--- src/rtl/mmwave_cfg_pkg.sv ---
// Shared constants for the radar configuration register bank.
// Covers register indices, commit FSM encoding and field positions inside the 64-bit words.
package mmwave_cfg_pkg;

    localparam int unsigned REG_IDX_SYS       = 0;
    localparam int unsigned REG_IDX_VCO       = 1;
    localparam int unsigned REG_IDX_AD_SAMPLE = 2;
    localparam int unsigned REG_IDX_UDP_IP    = 3;
    localparam int unsigned REG_IDX_UDP_PORT  = 4;
    localparam int unsigned REG_IDX_DSP       = 5;

    localparam logic [0:0] ST_IDLE    = 1'b0;
    localparam logic [0:0] ST_PENDING = 1'b1;

    // Field positions inside each configuration word.
    localparam int unsigned SYS_RADAR_EN_BIT    = 0;
    localparam int unsigned SYS_TX_MASK_LSB     = 8;
    localparam int unsigned SYS_TX_MASK_W       = 4;
    localparam int unsigned VCO_FSTART_LSB      = 0;
    localparam int unsigned VCO_FSTART_W        = 32;
    localparam int unsigned VCO_SLOPE_LSB       = 32;
    localparam int unsigned VCO_SLOPE_W         = 16;
    localparam int unsigned AD_NSAMP_LSB        = 0;
    localparam int unsigned AD_NSAMP_W          = 16;
    localparam int unsigned AD_DECIM_LSB        = 16;
    localparam int unsigned AD_DECIM_W          = 8;
    localparam int unsigned UDP_IP_LSB          = 0;
    localparam int unsigned UDP_IP_W            = 32;
    localparam int unsigned UDP_PORT_DST_LSB    = 0;
    localparam int unsigned UDP_PORT_SRC_LSB    = 16;
    localparam int unsigned UDP_PORT_W          = 16;
    localparam int unsigned DSP_WINDOW_SEL_LSB  = 0;
    localparam int unsigned DSP_WINDOW_SEL_W    = 4;
    localparam int unsigned DSP_FFT_LOG2_LSB    = 8;
    localparam int unsigned DSP_FFT_LOG2_W      = 4;

endpackage

--- src/rtl/mmwave_cfg_byte_merge.sv ---
// Combinational byte-strobe merge: each byte comes from the new word when its strobe is
// set, otherwise from the old word.
module mmwave_cfg_byte_merge
    import mmwave_cfg_pkg::*;
#(
    parameter int unsigned REG_W = 64
) (
    input  logic [REG_W-1:0]   old_i,
    input  logic [REG_W-1:0]   new_i,
    input  logic [REG_W/8-1:0] strb_i,
    output logic [REG_W-1:0]   merged_c_o
);

    localparam int unsigned STRB_W = REG_W / 8;

    for (genvar b = 0; b < STRB_W; b++) begin : g_byte
        assign merged_c_o[8*b +: 8] = strb_i[b] ? new_i[8*b +: 8] : old_i[8*b +: 8];
    end

endmodule

--- src/rtl/mmwave_cfg_shadow_regbank.sv ---
// Radar configuration register bank: shadow registers take software writes, and the active copy
// is loaded from them only at a frame boundary after a commit.
module mmwave_cfg_shadow_regbank
    import mmwave_cfg_pkg::*;
#(
    parameter int unsigned               REG_NUM = 8,
    parameter int unsigned               REG_W   = 64,
    parameter int unsigned               IDX_W   = 3,
    parameter logic [REG_NUM*REG_W-1:0]  RST_VAL = '0
) (
    input  logic                      clk,
    input  logic                      rst_n,
    input  logic                      cfg_wr_en_i,
    input  logic [IDX_W-1:0]          cfg_wr_index_i,
    input  logic [REG_W-1:0]          cfg_wr_value_i,
    input  logic [REG_W/8-1:0]        cfg_wr_strb_i,
    output logic                      cfg_wr_ack_o,
    output logic                      cfg_wr_err_o,
    input  logic                      cfg_rd_en_i,
    input  logic [IDX_W-1:0]          cfg_rd_index_i,
    input  logic                      cfg_rd_sel_active_i,
    output logic                      cfg_rd_valid_o,
    output logic [REG_W-1:0]          cfg_rd_data_o,
    input  logic                      cfg_commit_req_i,
    input  logic                      frame_sync_i,
    output logic                      cfg_commit_pending_o,
    output logic                      cfg_commit_done_o,
    output logic [REG_NUM-1:0]        cfg_dirty_o,
    output logic [REG_NUM*REG_W-1:0]  cfg_active_o
);

    localparam int unsigned STRB_W = REG_W / 8;

    logic [REG_W-1:0]   shadow_q [REG_NUM];
    logic [REG_W-1:0]   shadow_d [REG_NUM];
    logic [REG_W-1:0]   active_q [REG_NUM];
    logic [REG_W-1:0]   active_d [REG_NUM];
    logic [REG_NUM-1:0] dirty_q, dirty_d;
    logic [0:0]         state_q, state_d;
    logic               ack_q, ack_d;
    logic               err_q, err_d;
    logic               done_q, done_d;
    logic               rd_valid_q, rd_valid_d;
    logic [REG_W-1:0]   rd_data_q, rd_data_d;

    logic               wr_in_range_c;
    logic               rd_in_range_c;
    logic               apply_c;
    logic [REG_W-1:0]   wr_old_c;
    logic [REG_W-1:0]   wr_merged_c;
    logic [REG_W-1:0]   rd_src_c;

    assign wr_in_range_c = 32'(cfg_wr_index_i) < REG_NUM;
    assign rd_in_range_c = 32'(cfg_rd_index_i) < REG_NUM;
    assign apply_c       = (state_q == ST_PENDING) && frame_sync_i;

    // Select the addressed shadow word for the merge and the addressed copy for readback.
    always_comb begin
        wr_old_c = '0;
        rd_src_c = '0;
        for (int i = 0; i < int'(REG_NUM); i++) begin
            if (cfg_wr_index_i == IDX_W'(i)) begin
                wr_old_c = shadow_q[i];
            end
            if (cfg_rd_index_i == IDX_W'(i)) begin
                rd_src_c = cfg_rd_sel_active_i ? active_q[i] : shadow_q[i];
            end
        end
    end

    mmwave_cfg_byte_merge #(
        .REG_W (REG_W)
    ) u_wr_merge (
        .old_i      (wr_old_c),
        .new_i      (cfg_wr_value_i),
        .strb_i     (cfg_wr_strb_i),
        .merged_c_o (wr_merged_c)
    );

    // Commit FSM: arm on request, fire on the next frame boundary.
    always_comb begin
        state_d = state_q;
        case (state_q)
            ST_IDLE: begin
                if (cfg_commit_req_i) begin
                    state_d = ST_PENDING;
                end
            end
            ST_PENDING: begin
                if (frame_sync_i) begin
                    state_d = ST_IDLE;
                end
            end
            default: state_d = ST_IDLE;
        endcase
    end

    // Register-file next state; a write's dirty set overrides the apply's clear.
    always_comb begin
        shadow_d   = shadow_q;
        active_d   = active_q;
        dirty_d    = dirty_q;
        ack_d      = cfg_wr_en_i && wr_in_range_c;
        err_d      = cfg_wr_en_i && !wr_in_range_c;
        done_d     = apply_c;
        rd_valid_d = cfg_rd_en_i;
        rd_data_d  = rd_data_q;
        for (int i = 0; i < int'(REG_NUM); i++) begin
            if (apply_c && dirty_q[i]) begin
                active_d[i] = shadow_q[i];
                dirty_d[i]  = 1'b0;
            end
            if (cfg_wr_en_i && wr_in_range_c && (cfg_wr_index_i == IDX_W'(i))) begin
                shadow_d[i] = wr_merged_c;
                if (|cfg_wr_strb_i) begin
                    dirty_d[i] = 1'b1;
                end
            end
        end
        if (cfg_rd_en_i) begin
            rd_data_d = rd_in_range_c ? rd_src_c : '0;
        end
    end

    always_ff @(posedge clk or negedge rst_n) begin
        if (!rst_n) begin
            for (int i = 0; i < int'(REG_NUM); i++) begin
                shadow_q[i] <= RST_VAL[i*REG_W +: REG_W];
                active_q[i] <= RST_VAL[i*REG_W +: REG_W];
            end
            dirty_q    <= '0;
            state_q    <= ST_IDLE;
            ack_q      <= 1'b0;
            err_q      <= 1'b0;
            done_q     <= 1'b0;
            rd_valid_q <= 1'b0;
            rd_data_q  <= '0;
        end else begin
            shadow_q   <= shadow_d;
            active_q   <= active_d;
            dirty_q    <= dirty_d;
            state_q    <= state_d;
            ack_q      <= ack_d;
            err_q      <= err_d;
            done_q     <= done_d;
            rd_valid_q <= rd_valid_d;
            rd_data_q  <= rd_data_d;
        end
    end

    always_comb begin
        cfg_active_o = '0;
        for (int i = 0; i < int'(REG_NUM); i++) begin
            cfg_active_o[i*REG_W +: REG_W] = active_q[i];
        end
    end

    assign cfg_wr_ack_o         = ack_q;
    assign cfg_wr_err_o         = err_q;
    assign cfg_rd_valid_o       = rd_valid_q;
    assign cfg_rd_data_o        = rd_data_q;
    assign cfg_commit_pending_o = (state_q == ST_PENDING);
    assign cfg_commit_done_o    = done_q;
    assign cfg_dirty_o          = dirty_q;

endmodule

--- config.mk ---
export PLATFORM = sky130hd
export DESIGN_NAME = mmwave_cfg_shadow_regbank
export DESIGN_NICKNAME = d
export VERILOG_FILES = /design/src/rtl/mmwave_cfg_pkg.sv /design/src/rtl/mmwave_cfg_byte_merge.sv /design/src/rtl/mmwave_cfg_shadow_regbank.sv
export SDC_FILE = /design/constraint.sdc
export NUM_CORES = 2
export LEC_CHECK = 0
export CORE_MARGIN = 2
export CORE_UTILIZATION = 57
export CTS_BUF_LIST = sky130_fd_sc_hd__clkbuf_4 sky130_fd_sc_hd__clkbuf_8 sky130_fd_sc_hd__clkbuf_16
export DETAILED_ROUTE_END_ITERATION = 12
export GPL_TIMING_DRIVEN = 0
export PLACE_DENSITY = 0.83
export REMOVE_ABC_BUFFERS = 1
export SYNTH_ARGS = -nofsm -noshare
export SYNTH_HDL_FRONTEND = slang
export SYNTH_HIERARCHICAL = 1
export SYNTH_SLANG_ARGS = --single-unit
--- constraint.sdc ---
create_clock -name clk -period 2.3 [get_ports clk]
set_input_delay 0.69 -clock clk [delete_from_list [all_inputs] [get_ports clk]]
set_output_delay 0.69 -clock clk [all_outputs]
set_load 0.05 [all_outputs]
==> results.toml <==
[floorplan]
die_height_um = 316
io_pins = 674
die_x_um = 316
start_util_pct = 57.4
rows = 114
dieArea_um2 = 99700
core_area_um2 = 96600

[clock_network]
path_clk_slew_ps = 70
root_buffer = "clkbuf_16"
cts-buffers-inserted = 113
cts_hold_buf = 0
cts.sinks = 1100
worstSkewPairLatency_ps = 740
h-tree-depth = 3
clockBufferDepth = 3
cts_tree = "built"

[sta]
setup-tns-final_ps = -1370
fin_crit_sh_pct = 104
fin_worst_skew_ps = 32.6
finalCriticalPeriod_ps = 2380
tightest_slew_ps = 1220
rsz0062_at_grt = "true"
finalSetupViolCount = 53
max_freq_mhz = 419
setup_slack_ps = -84.9
hold_viol_final = 31
slew_violations = 0
relSlewSlack_pct = 19.0
fin_hold_ws_ps = -67.1

[finish]
nets = 5096
final_cell_mix = "1096 x dfrtp_1, 910 x mux2_2, 538 x clkdlybuf4s15_2"
fill_cells = 6158
utilization_pct = 72.7
finalNonFillerCells = 6394
final_common_cell = "dfrtp_1"
fin_area_um2 = 70200
syn_to_final_growth_pct = 26.8
drive_above_1_share_pct = 40.4

[run_status]
violations = "hold timing, setup timing"
status = "finished, violations left"

[synthesis]
yosysTopAreaCell = "dfrtp_1"
synth_area_leaders = "dfrtp_1 50%, mux2_2 19%, mux2i_1 7.0%"
synth.top_cell.area_share_pct = 49.7
yosysWarnings = 6
synth_edf_count = 0
ys_seq_area_share_pct = 49.7
ys_ff_latch = 1100
syn_area_um2 = 55400
async_flop_share_pct = 100
ys.flop_type = "dfrtp_1"
avgSynthCellArea_um2 = 12.5
yosysUniqueCellTypes = 42
synth_cells = 4416

[global_routing]
grt_pass1_vias = 46200
antenna_found_initial = 10
met3_usage_pct = 16.7
grt_max_degree = 178
grt_pass1_wl_mm = 325
grt-ovfl-total = 0
use_met1_pct = 55.7
grt_use_met2_pct = 65.4
gr-max-usage-layer = "met2"
gr-usage-all-layers_pct = 45.3

[setup_path]
worstPathMaxFanout = 37
startpoint_type = "primary input"
crit_family = "buffers and inverters"
path_buf_inv = 5
worstPathRequired_ps = 2890
crit_chain = "buf_12 > buf_16 > nor2b_4 > buf_4 > buf_12 > buf_12 > o21ai_0 > a221oi_1 > o31ai_2"
cp-end-kind = "register"
critical-path-slowest-cell = "a221oi_1"
crit_type = "in2reg"
crit_path_max_incr_delay_ps = 500
cp.arrival_ps = 2970
rrSetupSlack_ps = 100
crit_top_cell = "buf_12"

[routing]
routed_wl_mm = 232
dr.pass1.iters = 6
routedWlPerCell_um = 36.3
avgViaCountPerCell = 7.25
antenna_left = 0
drt_iter0_drc = 6847
num_vias = 46400
drcViolationCount = 0

[hold_path]
worst_hold_path_type = "in2async"

[power]
power_leakage_nw = 30.7
p_int_mw = 53.8
clkPwrFrac_pct = 20.2
power_frac_seq_pct = 35.2
p_per_area_nw_per_um2 = 1400
p_sw_mw = 44.2
ir_worst_vdd_uv = 1190
switching_share_pct = 45.1
p_total_mw = 98.1
comb_power_share_pct = 44.5

[place]
dp.final_hpwl_mm = 121
portBuffers = 672
place.gp.congestion = 0.837
placed_cells = 6069
placed_area_um2 = 63900

[run]
cap_violations = 0
[power by group through the flow]
| stage | Clock [mW] | Combinational [mW] | Sequential (mW) |
|---|---|---|---|
| after floorplan | 0 | 11.5 | 48.7 |
| after global placement | 0 | 43.7 | 33.9 |
| after detailed placement | 0 | 43.6 | 34.2 |
| after CTS | 19.7 | 42.9 | 34.0 |
| after global routing | 20.6 | 44.9 | 35.3 |
| final | 19.9 | 43.7 | 34.6 |
[cell usage after synthesis (9+ instances only)]
library cell / instances
buf_6: 26
a221oi_1: 64
a211oi_1: 128
nor2_1: 66
a22oi_1: 124
a21oi_1: 66
clkbuf_1: 133
o22ai_1: 64
nand2_2: 9
mux2_2: 910
nor2b_1: 133
o21ai_1: 45
o21ai_0: 277
nor3_1: 65
o31ai_2: 60
mux2i_1: 387
buf_2: 154
mux2_4: 64
buf_1: 13
o21a_1: 64
mux2_1: 176
o221ai_1: 62
buf_4: 51
dfrtp_1: 1100
nand2_1: 136
[sequential cells by signal, summed over array words and instances, names as in the netlist]
name	cells
cfg_rd_data_o	64
cfg_dirty_o	8
cfg_commit_pending_o	1
cfg_commit_done_o	1
cfg_active_o	512
shadow_q	512
cfg_rd_valid_o	1
cfg_wr_ack_o	1
[worst reg2reg max path: stages, from the launching register on]
cell	delay (ps)
dfrtp_1	410
mux2i_1	220
o2bb2ai_1	130
a222oi_1	310
a21oi_1	100
a221o_1	280
mux2_4	340
mux2_1	300
[cell type report]
| class | instances | area, um2 | share of cell area, % |
|---|---|---|---|
| Timing Repair inverter | 2 | 17.5 | 0.0249 |
| Antenna cell | 11 | 27.5 | 0.0392 |
| Sequential cell | 1100 | 27500 | 39.2 |
| Multi-Input combinational cell | 2948 | 26400 | 37.6 |
| Clock buffer | 168 | 3440 | 4.91 |
| Inverter | 6 | 70.1 | 0.0998 |
| Timing Repair Buffer | 840 | 10600 | 15.0 |
| Tap cell | 1276 | 1600 | 2.27 |
| Clock inverter | 43 | 562 | 0.800 |
[final timing paths]
kind	to	from	depth (start not counted)
max in group asynchronous	shadow_q[165]$_DFFE_PN0P_	rst_n	3
max	cfg_rd_data_o[46]$_DFFE_PN0P_	cfg_rd_index_i[2]	9
min reg2reg	cfg_rd_data_o[43]$_DFFE_PN0P_	cfg_rd_data_o[43]$_DFFE_PN0P_	2
min	shadow_q[448]$_DFFE_PN0P_	rst_n	1
max reg2reg	shadow_q[89]$_DFFE_PN0P_	shadow_q[345]$_DFFE_PN0P_	7
min in group clk	cfg_wr_ack_o$_DFF_PN0_	cfg_wr_en_i	1
[timing repair]
item                                    in CTS  in global routing
gates resized for setup                   1821                 42
endpoints found under the setup margin    1674                649
buffers inserted                            49                 11
gates cloned                                38                  5
pin swaps                                   14                  4
[metrics by stage]
stage               worst slack, ps  hold slack [ps]
floorplan                     -3660              394
global placement             -48910              479
detailed placement            -2570              489
CTS                           0.451             27.7
global route                  -63.4             45.0
finish                        -84.9            -67.1
[kinds of logic after synthesis]
family / synth area share (%)
other cells: 0.00677
simple gates: 3.74
compound gates: 12.1
buf+inv: 3.64
flops: 49.7
mux: 30.8
[metal layers]
layer / vias to the layer above / share of wire, % / wire (um)
met3: 1216 / 15 / 34700
met4: 6 / 8.5 / 19800
met5: - / 0.015 / 36
met1: 23200 / 34 / 79100
met2: 4171 / 42 / 98600
li1: 17800 / - / -
Note: power is estimated with default switching activity, not from simulation.
